**config.mk**
```make
export PLATFORM = sky130hd
export DESIGN_NAME = blk_unpacker_flat
export DESIGN_NICKNAME = d
export VERILOG_FILES = /design/src/rtl/blk_unpacker_if.sv /design/src/rtl/blk_unpacker.sv /design/src/flat_wrapper.sv
export SDC_FILE = /design/constraint.sdc
export NUM_CORES = 1
export LEC_CHECK = 0
export CAP_MARGIN = 20
export CORE_MARGIN = 5
export CORE_UTILIZATION = 41
export DETAILED_ROUTE_END_ITERATION = 16
export PLACE_DENSITY = 0.66
export SYNTH_ARGS = -nofsm -noshare
export SYNTH_HDL_FRONTEND = slang
export SYNTH_SLANG_ARGS = --single-unit
```
**constraint.sdc**
```tcl
create_clock -name clk -period 18.2 [get_ports clk]
set_input_delay 3.64 -clock clk [delete_from_list [all_inputs] [get_ports clk]]
set_output_delay 3.64 -clock clk [all_outputs]
set_load 0.01 [all_outputs]
```
**src/rtl/blk_unpacker_if.sv**
```systemverilog
// Block-in / word-out bus of the padded-block unpacker.
// The block source and the word consumer share this bundle on the master side.
interface blk_unpacker_if;
    logic [511:0] blk;
    logic         blk_vld;
    logic         blk_last;
    logic         blk_rdy;
    logic [31:0]  pkt;
    logic         pkt_vld;
    logic         pkt_rdy;
    logic         msg_done;
    logic [63:0]  mgln;
    logic         len_err;

    modport master (
        output blk, blk_vld, blk_last, pkt_rdy,
        input  blk_rdy, pkt, pkt_vld, msg_done, mgln, len_err
    );

    modport slave (
        input  blk, blk_vld, blk_last, pkt_rdy,
        output blk_rdy, pkt, pkt_vld, msg_done, mgln, len_err
    );
endinterface

```
**src/rtl/blk_unpacker.sv**
```systemverilog
// Strips padding from 512-bit padded blocks and streams the message as 32-bit words,
// recovering the 64-bit bit-length field and flagging inconsistent lengths.
module blk_unpacker (
    input  logic          clk,
    input  logic          rst,
    blk_unpacker_if.slave bus
);
    typedef enum logic [2:0] {IDLE, HEAD, WAIT, HELD, TAIL, FIN} state_t;
    state_t state, state_nxt;

    logic [511:0] blk_q;
    logic [63:0]  held;
    logic [63:0]  mgln_q;
    logic [31:0]  e_cnt;
    logic [3:0]   idx;
    logic [3:0]   tail_cnt;
    logic [1:0]   held_cnt;
    logic         last_q;
    logic         len_err_q;

    logic         accept;
    logic         xfer;
    logic         blk_rdy_c;
    logic         pkt_vld_c;
    logic         msg_done_c;
    logic [31:0]  pkt_c;

    logic [63:0]  len_f;
    logic [63:0]  n_f;
    logic [63:0]  e_f;
    logic [63:0]  h_f;
    logic [63:0]  r_f;
    logic         err_f;
    logic         empty_f;
    logic [1:0]   held_f;
    logic [3:0]   tail_f;

    function automatic logic [31:0] word_at(input logic [511:0] b, input logic [3:0] i);
        logic [8:0] base;
        base = 9'd511 - {i, 5'd0};
        return b[base -: 32];
    endfunction

    // Final-block decode, evaluated on the incoming block; only used on a last-block accept.
    always_comb begin
        len_f   = bus.blk[63:0];
        n_f     = {5'd0, len_f[63:5]};
        e_f     = {32'd0, e_cnt};
        h_f     = (state == WAIT) ? 64'd2 : 64'd0;
        r_f     = n_f - e_f;
        err_f   = (len_f[4:0] != 5'd0) || (n_f < e_f) || (r_f > h_f + 64'd13);
        empty_f = err_f || (r_f == 64'd0);
        if (r_f <= h_f) begin
            held_f = r_f[1:0];
            tail_f = 4'd0;
        end else begin
            held_f = h_f[1:0];
            tail_f = 4'(r_f - h_f);
        end
    end

    always_comb begin
        state_nxt  = state;
        blk_rdy_c  = 1'b0;
        pkt_vld_c  = 1'b0;
        pkt_c      = 32'd0;
        msg_done_c = 1'b0;
        case (state)
            IDLE: begin
                blk_rdy_c = 1'b1;
                if (bus.blk_vld)
                    state_nxt = !bus.blk_last ? HEAD : (empty_f ? FIN : TAIL);
            end
            HEAD: begin
                pkt_vld_c = 1'b1;
                pkt_c     = word_at(blk_q, idx);
                if (bus.pkt_rdy && idx == 4'd13)
                    state_nxt = WAIT;
            end
            WAIT: begin
                blk_rdy_c = 1'b1;
                if (bus.blk_vld)
                    state_nxt = (bus.blk_last && empty_f) ? FIN : HELD;
            end
            HELD: begin
                pkt_vld_c = 1'b1;
                pkt_c     = idx[0] ? held[31:0] : held[63:32];
                if (bus.pkt_rdy && idx == {2'b00, held_cnt} - 4'd1) begin
                    if (!last_q)
                        state_nxt = HEAD;
                    else if (tail_cnt != 4'd0)
                        state_nxt = TAIL;
                    else
                        state_nxt = FIN;
                end
            end
            TAIL: begin
                pkt_vld_c = 1'b1;
                pkt_c     = word_at(blk_q, idx);
                if (bus.pkt_rdy && idx == tail_cnt - 4'd1)
                    state_nxt = FIN;
            end
            FIN: begin
                msg_done_c = 1'b1;
                state_nxt  = IDLE;
            end
            default: state_nxt = IDLE;
        endcase
    end

    assign accept = blk_rdy_c && bus.blk_vld;
    assign xfer   = pkt_vld_c && bus.pkt_rdy;

    always_ff @(posedge clk) begin
        if (rst)
            state <= IDLE;
        else
            state <= state_nxt;
    end

    // Held words become committed data only once a further non-final block arrives.
    always_ff @(posedge clk) begin
        if (rst) begin
            idx       <= 4'd0;
            held_cnt  <= 2'd0;
            tail_cnt  <= 4'd0;
            last_q    <= 1'b0;
            e_cnt     <= 32'd0;
            held      <= 64'd0;
            mgln_q    <= 64'd0;
            len_err_q <= 1'b0;
        end else begin
            if (accept) begin
                idx    <= 4'd0;
                last_q <= bus.blk_last;
                if (bus.blk_last) begin
                    held_cnt  <= held_f;
                    tail_cnt  <= tail_f;
                    mgln_q    <= len_f;
                    len_err_q <= err_f;
                end else begin
                    held_cnt <= 2'd2;
                    tail_cnt <= 4'd0;
                    e_cnt    <= e_cnt + ((state == WAIT) ? 32'd16 : 32'd14);
                end
            end else if (xfer) begin
                idx <= (state_nxt != state) ? 4'd0 : idx + 4'd1;
            end
            if (state == HEAD && state_nxt == WAIT)
                held <= blk_q[63:0];
            if (state == FIN)
                e_cnt <= 32'd0;
        end
    end

    always_ff @(posedge clk) begin
        if (accept)
            blk_q <= bus.blk;
    end

    assign bus.blk_rdy  = blk_rdy_c;
    assign bus.pkt_vld  = pkt_vld_c;
    assign bus.pkt      = pkt_c;
    assign bus.msg_done = msg_done_c;
    assign bus.mgln     = mgln_q;
    assign bus.len_err  = len_err_q;
endmodule

```
**src/flat_wrapper.sv**
```systemverilog
// flat-port wrapper written by rule: the top's interface ports become plain ports
module blk_unpacker_flat 
  (clk, rst, bus_blk, bus_blk_vld, bus_blk_last, bus_pkt_rdy, bus_blk_rdy, bus_pkt, bus_pkt_vld, bus_msg_done, bus_mgln, bus_len_err);
  blk_unpacker_if bus_i ();
  input  logic clk;
  input  logic rst;
  input wire logic [$bits(bus_i.blk)-1:0] bus_blk;
  input wire logic [$bits(bus_i.blk_vld)-1:0] bus_blk_vld;
  input wire logic [$bits(bus_i.blk_last)-1:0] bus_blk_last;
  input wire logic [$bits(bus_i.pkt_rdy)-1:0] bus_pkt_rdy;
  output wire logic [$bits(bus_i.blk_rdy)-1:0] bus_blk_rdy;
  output wire logic [$bits(bus_i.pkt)-1:0] bus_pkt;
  output wire logic [$bits(bus_i.pkt_vld)-1:0] bus_pkt_vld;
  output wire logic [$bits(bus_i.msg_done)-1:0] bus_msg_done;
  output wire logic [$bits(bus_i.mgln)-1:0] bus_mgln;
  output wire logic [$bits(bus_i.len_err)-1:0] bus_len_err;
  assign bus_i.blk = bus_blk;
  assign bus_i.blk_vld = bus_blk_vld;
  assign bus_i.blk_last = bus_blk_last;
  assign bus_i.pkt_rdy = bus_pkt_rdy;
  assign bus_blk_rdy = bus_i.blk_rdy;
  assign bus_pkt = bus_i.pkt;
  assign bus_pkt_vld = bus_i.pkt_vld;
  assign bus_msg_done = bus_i.msg_done;
  assign bus_mgln = bus_i.mgln;
  assign bus_len_err = bus_i.len_err;
  blk_unpacker u_core (.clk(clk), .rst(rst), .bus(bus_i));
endmodule
```
==> results of run 1 <==
==> sequential cells by signal (all words and copies together), names as in the netlist <==
signal              flops
u_core.bus.len_err      1
u_core.tail_cnt         4
u_core.idx              4
u_core.bus.mgln        64
u_core.state            3
u_core.blk_q          512
u_core.e_cnt           31
u_core.last_q           1
u_core.held_cnt         2
u_core.held            64
==> how the worst max path moves through the flow <==
stage          slack [ns]  cells past startpoint     startpoint                  to
4_1_cts              9.75                      7  u_core.idx[1]         bus_pkt[17]
5_1_grt              9.61                      6    bus_blk_vld   u_core.blk_q[343]
3_5_place_dp         9.15                      6    bus_blk_vld   u_core.blk_q[311]
3_3_place_gp         9.03                     13    bus_blk[38]  u_core.tail_cnt[1]
2_1_floorplan        2.84                      5    bus_blk_vld       u_core.idx[0]
6_report             9.65                      6    bus_blk_vld   u_core.blk_q[343]
==> metal layers <==
metal	GRT usage (%)	part of all wire (%)	vias to the layer above	wire, um
met1	35.38	40	11260	45140
met3	6.248	8.1	189	9174
met5	0	0.11	-	129
met4	9.057	3.2	20	3628
met2	45.45	49	972	54920
li1	-	-	9894	-
==> kinds of logic (layout without fill, tap and decap cells) <==
kind of cell | after synthesis | count (layout) | share of synthesized area [%]
flip-flops | 686 | 686 | 61.96
AND/OR/NAND/NOR | 661 | 661 | 10.18
AO/OA/AOI/OAI | 415 | 415 | 8.461
buffers and inverters | 229 | 873 | 2.915
multiplexers | 203 | 203 | 13.26
XOR/XNOR | 46 | 46 | 1.324
adder cells (fa/ha/maj) | 45 | 45 | 1.899
other | 0 | 14 | 0
==> through the flow <==
stage / total power (W) / worst slack (ns) / hold slack, ns / instance area (um2) / util, %
2_1_floorplan: 0.002090 / 2.836 / 0.4357 / 30430 / -
3_3_place_gp: 0.002294 / 9.034 / 0.4414 / 37460 / 50.57
5_1_grt: 0.004008 / 9.615 / 0.4695 / 40100 / 54.14
6_report: 0.003875 / 9.651 / 0.4521 / 40120 / 54.16
4_1_cts: 0.003906 / 9.746 / 0.4530 / 40080 / 54.11
3_5_place_dp: 0.002304 / 9.150 / 0.4461 / 37460 / 50.57
==> cells in the final DEF, fill, tap and decap left out, drive strengths merged, types with 33 or more instances in the layout <==
master / Yosys / layout
o21ai: 49 / 49
dfxtp: 174 / 174
clkbuf: 94 / 98
nor2: 100 / 100
mux2i: 41 / 41
nor3: 40 / 40
nand4: 33 / 33
mux4: 160 / 160
nand2: 348 / 348
a21oi: 194 / 194
xnor2: 36 / 36
o22ai: 37 / 37
edfxtp: 512 / 512
ha: 43 / 43
inv: 91 / 97
clkdlybuf4s50: 0 / 615
==> layout make-up <==
class,instances,share of cell area (%)
diodes,14,0.08733
clock buffers,98,5.181
clock inverters,47,1.351
inverters,91,0.8702
multi-input cells,1370,26.69
flip-flops and latches,686,47.04
well taps,969,3.022
repair buffers,637,15.76
==> worst min-delay path, delay by kind of cell, from the launching register on <==
kind	cells	cell delay, ns
flip-flops	1	0.30
AND/OR/NAND/NOR	1	0.05
AO/OA/AOI/OAI	1	0.05
==> power groups by stage <==
stage / sequential (W) / clock [W] / combinational [W]
5_1_grt: 0.00184 / 0.00170 / 0.000459
3_5_place_dp: 0.00187 / 0 / 0.000433
2_1_floorplan: 0.00190 / 0 / 0.000194
3_3_place_gp: 0.00187 / 0 / 0.000428
4_1_cts: 0.00184 / 0.00163 / 0.000436
6_report: 0.00184 / 0.00160 / 0.000436
==> out/results.txt, run 1 <==
Outcome: completed
Via density: 5.710
Clk_skew: 0.02328 ns
Global-route wire length before repair: 158,100 um
Worst Max-Slew Pin Slew: 1.125 ns
Row count: 100
Detail Placement HPWL: 84,970 um
Starting Density: 41.09%
Gr usage total: 27.20%
Initial antenna violation count: 24
Share of cells above drive strength 1: 11.61%
Fmax: 117.0 MHz
CTS tree: done
Max VDD drop: 0.07122 mV
Power density cells: 96.60 nW/um2
RSZ-0062 raised after global routing: false
DIE WIDTH: 282.5 um
Syn_area_per_cell: 13.32 um2
Reg-to-reg endpoint: u_core.blk_q[343]
Post-Syn Area: 30,430 um2
Count leader, synth: edfxtp_1
Clock Sinks: 686
Pins Over Slew Limit: 0
Async set-reset flop share out of synthesis: 0%
Setup violators final: 0
Final hold violation count: 0
Most frequent CP cell: buf_4
Worst setup SP type: primary input
CP max-delay cell: buf_4
Hold path depth: 2
Root Buffer: clkbuf_16
Crit. End Element: register
Int Pwr: 0.002946 W
Number of distinct library cells after synthesis: 86
Reg2Reg Setup Slack: 12.85 ns
Sw Pwr: 0.0009293 W
Wirelength, routed: 113,000 um
Grt ovf: 0
Slew headroom: 24.99%
FF+latch area: 18,870 um2
Wire per inst: 28.88 um
Vias post-DR: 22,340
DR DRC count: 0
Die area: 79,780 um2
Setup TNS: 0 ns
Chip height: 282.5 um
Clock-pin slew on the worst setup and hold paths: 0.05 ns
Nets: 3,426
Clock Latency Late Sink: 0.64 ns
CP Data Arrival Time: 8.79 ns
Worst-path cell chain: clkdlybuf4s50_1, or3b_2, inv_8, buf_4, buf_4, buf_4
Total CTS buffers: 78
Crit path largest cell delay: 0.95 ns
Crit path buffers/inverters: 5
Post-synth top area share: 50.52%
Final GP Congestion: 0.9804
Minimum clock period: 8.549 ns
Synth warn: 0
Multi-input gate area: 10,710 um2
Non-Filler Instances: 3,912
Max-cap viol count: 0
Crit Path Max Fanout: 145
Post-synthesis cell count: 2,285
Area leader, netlist: edfxtp_1
Post-synth EDFFs: 512
LEAKAGE: 13.05 nW
Pin count of the biggest net entering global routing: 146
Commonest cells in the netlist: 512 x edfxtp_1, 348 x nand2_1, 194 x a21oi_1
CTS H-tree depth: 3
Launching point of the worst reg2reg path: u_core.state[2]
CP top delay family: buffers and inverters
End of the worst hold path: u_core.held[28]
Fillers: 6,138
R2R cell count: 5
Clock power share: 41.3%
Hold path start: u_core.held[28]
Tcrit/Tclk final: 46.97%
Vias in the first global route: 22,670
Clock Path Buffers: 3
Pre-antenna DRT Iters: 6
Sw frac: 23.98%
Sequential area share after synthesis: 61.96%
Total core area: 74,070 um2
Syn Nets: 2,847
Req. time, crit path: 18.44 ns
I/O pin count: 617
Hold Crit Class: reg2reg
Setup CP Type: in2reg
Area grow syn2layout: 31.81%
Sequential share of power: 47.4%
Synth area leaders: edfxtp_1 51%, mux4_2 12%, dfxtp_1 11%
Initial DRC count: 2,089
Setup bufs post-CTS: 0
Placed Cells: 3,753
Logic gate share of total power: 11.3%
Resized cells post-CTS: 0
Yosys reg bits: 686
Final antenna-violating net count: 0
Top_reg_cell synth: edfxtp_1
Hold Buf Count CTS: 0
Port buffer count: 616
No activity file was read; power rests on OpenSTA's default activity.
==> run 2, diff against run 1 <==
Settings changed: PLACE_DENSITY 0.66 to 0.69.
Clock period 18.2 ns to 7.6 ns, I/O delays scaled along.
==> out/results.txt, run 2 (synthesis results as in run 1) <==
Req. time, crit path: 8.08 ns (-10.36 ns)
Clock power share: 40.3% (-1.0 points)
Sequential share of power: 48.3% (+0.9 points)
DR DRC count: 0 (unchanged)
I/O pin count: 617 (unchanged)
Biggest register: u_core.blk_q
Row count: 100 (unchanged)
End of the worst hold path: u_core.bus.mgln[13]
Pre-antenna DRT Iters: 7 (+1)
Setup CP Type: in2reg
Grt ovf: 0 (unchanged)
Non-Filler Instances: 3,908 (-0.10%)
Area grow syn2layout: 31.80% (about the same)
Minimum clock period: 6.281 ns
Detail Placement HPWL: 86,200 um (+1.4%)
Max VDD drop: 0.1410 mV (+98%)
Reg-to-reg endpoint: u_core.idx[1]
Max-cap viol count: 0 (unchanged)
Gr usage total: 27.47% (+0.28 points)
Die area: 79,780 um2 (unchanged)
Share of cells above drive strength 1: 11.62% (about the same)
Total CTS buffers: 75 (-3.8%)
Hold path start: u_core.bus.mgln[13]
Crit Path Max Fanout: 13 (-91%)
Worst setup SP type: primary input
Worst Max-Slew Pin Slew: 1.132 ns (+0.006712 ns)
Sw Pwr: 0.002208 W (+140%)
Vias in the first global route: 22,490 (-0.79%)
Port buffer count: 616 (unchanged)
Pins Over Slew Limit: 0 (unchanged)
Fmax: 159.2 MHz
Clock-pin slew on the worst setup and hold paths: 0.06 ns (about the same)
CTS tree: done
CP Data Arrival Time: 6.77 ns (-2.02 ns)
Via density: 5.723 (+0.22%)
Hold_ws: 0.4526 ns (+0.0004330 ns)
R2R cell count: 14 (+9)
Crit path buffers/inverters: 1 (-4)
CTS H-tree depth: 3 (unchanged)
Logic gate share of total power: 11.5% (+0.2 points)
Layout Utilization: 54.15% (about the same)
Clock Latency Late Sink: 0.63 ns (about the same)
Sw frac: 24.15% (+0.17 points)
Placed Cells: 3,758 (+0.13%)
Most frequent cells in the layout: 615 x clkdlybuf4s50_1, 512 x edfxtp_1, 346 x nand2_1
RSZ-0062 raised after global routing: false
Total core area: 74,070 um2 (unchanged)
Max reg flops: 512 (unchanged)
Initial DRC count: 2,283 (+9.3%)
Reg2Reg Setup Slack: 2.55 ns (-10.30 ns)
Crit. End Element: register
Starting Density: 41.09% (unchanged)
Tot Pwr: 0.009141 W (+140%)
Most common library cell in the layout ignoring fill and taps: clkdlybuf4s50_1
Tcrit/Tclk final: 82.65%
Wirelength, routed: 114,100 um (+1.0%)
Final hold violation count: 0 (unchanged)
Root Buffer: clkbuf_16
Hold Crit Class: reg2reg
Global-route wire length before repair: 158,900 um (+0.48%)
Power density cells: 227.9 nW/um2 (+140%)
CP max-delay cell: nor4_1
Crit path largest cell delay: 0.87 ns (-0.08 ns)
Hold Buf Count CTS: 0 (unchanged)
Launching point of the worst reg2reg path: u_core.e_cnt[23]
Clock Path Buffers: 3 (unchanged)
Setup violators final: 0 (unchanged)
Setup bufs post-CTS: 0 (unchanged)
Initial antenna violation count: 28 (+17%)
Final GP Congestion: 0.9412 (-4.0%)
Chip height: 282.5 um (unchanged)
Outcome: completed
Resized cells post-CTS: 0 (unchanged)
Vias post-DR: 22,370 (+0.12%)
DIE WIDTH: 282.5 um (unchanged)
Worst-path cell chain: clkdlybuf4s50_1, nor4_1, o211ai_1, nor3_1, mux2i_1, o21ai_0, a2111oi_0, nand4b_1, or4_4, nor4_4, nand2b_4, o22ai_2, nor2b_4
Final antenna-violating net count: 0 (unchanged)
Clk_skew: 0.03947 ns (+0.01619 ns)
Wire per inst: 29.21 um (+1.1%)
CP top delay family: simple AND/OR/NAND/NOR gates
Nets: 3,428 (+0.058%)
Clock Sinks: 686 (unchanged)
Pin count of the biggest net entering global routing: 159 (+8.9%)
Int Pwr: 0.006933 W (+140%)
LEAKAGE: 13.02 nW (-0.17%)
Slew headroom: 24.54% (-0.45 points)
Setup TNS: 0 ns (unchanged)
Hold path depth: 2 (unchanged)
run 2: final cells by class:
type,instances,area [um2]
multi-input cells,1370,10710
flip-flops and latches,686,18870
well taps,969,1212
inverters,91,345.3
diodes,12,30.03
clock inverters,39,437.9
repair buffers,642,6437
clock buffers,99,2069
fillers,6087,33960
run 2: worst max path at each step:
stage | cells past startpoint | startpoint | endpoint | slack (ns)
2_1_floorplan | 3 | bus_blk_vld | u_core.blk_q[0] | -2.36
4_1_cts | 13 | bus_blk[40] | u_core.tail_cnt[1] | 1.44
3_5_place_dp | 13 | bus_blk[40] | u_core.tail_cnt[1] | 0.81
5_1_grt | 13 | bus_blk[40] | u_core.tail_cnt[1] | 0.99
3_3_place_gp | 17 | bus_blk[6] | u_core.idx[1] | 0.94
6_report | 13 | bus_blk[40] | u_core.tail_cnt[1] | 1.32
run 2: worst reg2reg max path, cell delays in order (launching register included):
cell      delay [ns]
dfxtp_1         0.38
inv_1           0.12
ha_1            0.52
nand2_1         0.25
nor3_1          0.35
nand2b_1        0.09
o211ai_1        0.77
nor3_1          0.19
a311oi_1        0.47
nand4b_1        0.18
or4_4           0.62
nor4b_4         0.37
a211oi_2        0.17
o41ai_1         0.32
and2_1          0.17
run 2: metrics by stage:
| step | cell area, um2 | worst slack, ns |
|---|---|---|
| 2_1_floorplan | 30450 | -2.358 |
| 3_3_place_gp | 37570 | 0.9435 |
| 3_5_place_dp | 37570 | 0.8081 |
| 4_1_cts | 40080 | 1.442 |
| 5_1_grt | 40100 | 0.9920 |
| 6_report | 40110 | 1.319 |
run 2: layer usage:
metal / GRT usage (%) / part of all wire (%)
met1: 34.80 / 38
met2: 46.31 / 49
met3: 7.007 / 9.0
met4: 9.469 / 3.6
met5: 0 / 0.13
run 2: power by group through the flow:
| stage | sequential (W) | combinational, W | clock (W) |
|---|---|---|---|
| CTS | 0.00441 | 0.00105 | 0.00375 |
| global route | 0.00443 | 0.00111 | 0.00391 |
| global placement | 0.00448 | 0.00103 | 0 |
| finish | 0.00441 | 0.00105 | 0.00368 |
| floorplan | 0.00450 | 0.000465 | 0 |
| detailed placement | 0.00449 | 0.00104 | 0 |
==> run 3, diff against run 2 <==
Clock period 7.6 ns to 5.4 ns, I/O delays scaled along.
==> out/results.txt, run 3 (synthesis results as in run 1) <==
Fmax: 191.6 MHz
RSZ-0062 raised after global routing: false
Total CTS buffers: 75 (unchanged)
Met2 Track Usage GR: 47.45% (+1.1 points)
Crit Path Max Fanout: 5 (-8)
Final antenna-violating net count: 0 (unchanged)
Die area: 79,780 um2 (unchanged)
CTS tree: done
Reg2Reg Setup Slack: 0.71 ns (-1.84 ns)
I/O pin count: 617 (unchanged)
Wire per inst: 27.92 um (-4.4%)
Initial DRC count: 2,158 (-5.5%)
M3 GR Usage: 5.926% (-1.1 points)
Setup violators final: 0 (unchanged)
Total core area: 74,070 um2 (unchanged)
Biggest register: u_core.blk_q
Tot Pwr: 0.01273 W (+39%)
LEAKAGE: 14.23 nW (+9.3%)
Area grow syn2layout: 38.10%
Final GP Congestion: 0.9750 (+3.6%)
Chip height: 282.5 um (unchanged)
Max VDD drop: 0.2121 mV (+50%)
Most frequent cells in the layout: 615 x clkdlybuf4s50_1, 512 x edfxtp_1, 346 x nand2_1
GR Layer Usage met1: 35.84% (+1.0 points)
Root Buffer: clkbuf_16
Tcrit/Tclk final: 96.66%
Hold Crit Class: reg2reg
Pins Over Slew Limit: 0 (unchanged)
Pre-antenna DRT Iters: 6 (-1)
Share of cells above drive strength 1: 18.54% (+6.9 points)
Hold Buf Count CTS: 0 (unchanged)
Vias post-DR: 23,510 (+5.1%)
Wirelength, routed: 116,500 um (+2.0%)
Max reg flops: 512 (unchanged)
Global-route wire length before repair: 163,600 um (+3.0%)
Slew headroom: 31.90% (+7.4 points)
Pin count of the biggest net entering global routing: 106 (-33%)
Hold_ws: 0.4518 ns (-0.0007660 ns)
Launching point of the worst reg2reg path: u_core.e_cnt[1]
Nets: 3,688 (+7.6%)
Clock Path Buffers: 3 (unchanged)
Setup TNS: 0 ns (unchanged)
DR DRC count: 0 (unchanged)
Req. time, crit path: 5.94 ns (-2.14 ns)
Power density cells: 302.9 nW/um2 (+33%)
Minimum clock period: 5.220 ns
Initial antenna violation count: 24 (-14%)
Setup CP Type: in2reg
CP Data Arrival Time: 5.76 ns (-1.01 ns)
Worst setup SP type: primary input
Max-cap viol count: 0 (unchanged)
Most common library cell in the layout ignoring fill and taps: clkdlybuf4s50_1
Row count: 100 (unchanged)
DIE WIDTH: 282.5 um (unchanged)
Clock-pin slew on the worst setup and hold paths: 0.06 ns (about the same)
Hold path depth: 2 (unchanged)
CTS H-tree depth: 3 (unchanged)
Crit. Startpoint: bus_blk[6]
Worst Max-Slew Pin Slew: 1.018 ns (-0.1140 ns)
Grt ovf: 0 (unchanged)
Detail Placement HPWL: 90,560 um (+5.1%)
Crit. End Element: register
Via density: 5.635 (-1.5%)
Vias in the first global route: 24,070 (+7.0%)
Grt peak-use layer: met2
Final hold violation count: 0 (unchanged)
R2R cell count: 17 (+3)
Clk_skew: 0.04282 ns (+0.003350 ns)
Hold path start: u_core.held[45]
Gr usage total: 28.06% (+0.58 points)
Clock Sinks: 686 (unchanged)
Clock Latency Late Sink: 0.64 ns (about the same)
Starting Density: 41.09% (unchanged)
Fillers: 5,954 (-2.2%)
Outcome: completed
Port buffer count: 616 (unchanged)
Setup bufs post-CTS: 0 (unchanged)
==> run 3: timing repair <==
item                                    in CTS  in global routing
resized for setup                            0                  1
endpoints found under the hold margin        0                  0
endpoints found under the setup margin       0                  8
==> run 3: worst max-delay path, cell delays in order <==
cell             delay (ns)
clkdlybuf4s50_1        0.41
inv_1                  0.07
ha_1                   0.18
inv_1                  0.06
fa_1                   0.38
a211oi_1               0.43
o21ai_1                0.22
a211oi_1               0.31
buf_4                  0.17
nor3_1                 0.05
a2111oi_0              0.42
nand4_1                0.19
nor4_1                 0.43
buf_4                  0.19
nand4_1                0.16
nor4b_4                0.30
a211oi_2               0.15
o41ai_1                0.37
and2_1                 0.18
==> run 3: power by group <==
group / leakage [nW] / switching (W) / internal (W)
combinational: 6.82 / 0.000815 / 0.000837
clock: 1.12 / 0.00219 / 0.00271
sequential: 6.28 / 0.000123 / 0.00605
==> run 3: final cells by class <==
cell class,instances,area (um2),share of cell area (%)
Tap cell,969,1212,2.885
Sequential cell,686,18870,44.90
Inverter,91,345.3,0.8216
Clock buffer,96,1997,4.751
Antenna cell,14,35.03,0.08335
Multi-Input combinational cell,1370,10710,25.49
Timing Repair Buffer,902,8502,20.23
Clock inverter,43,355.3,0.8454
==> run 3: metal layers <==
metal  part of all wire (%)  wire length (um)
met1                     39             45930
met2                     49             56540
met3                    8.2              9553
met4                    3.7              4320
met5                  0.091               106
==> run 3: worst paths after layout <==
path / to
max: u_core.idx[1]
min: u_core.held[45]
max reg2reg: u_core.idx[1]
min reg2reg: u_core.held[45]
==> run 3: stage by stage <==
step	worst slack, ns	utilization [%]	instances	cell area [um2]
floorplan	-4.118	-	2285	30450
global placement	-0.3449	53.49	4017	39620
detailed placement	-0.3933	53.51	4018	39640
CTS	0.2114	56.69	4157	41990
global route	0.02070	56.73	4166	42020
finish	0.1803	56.74	4171	42030
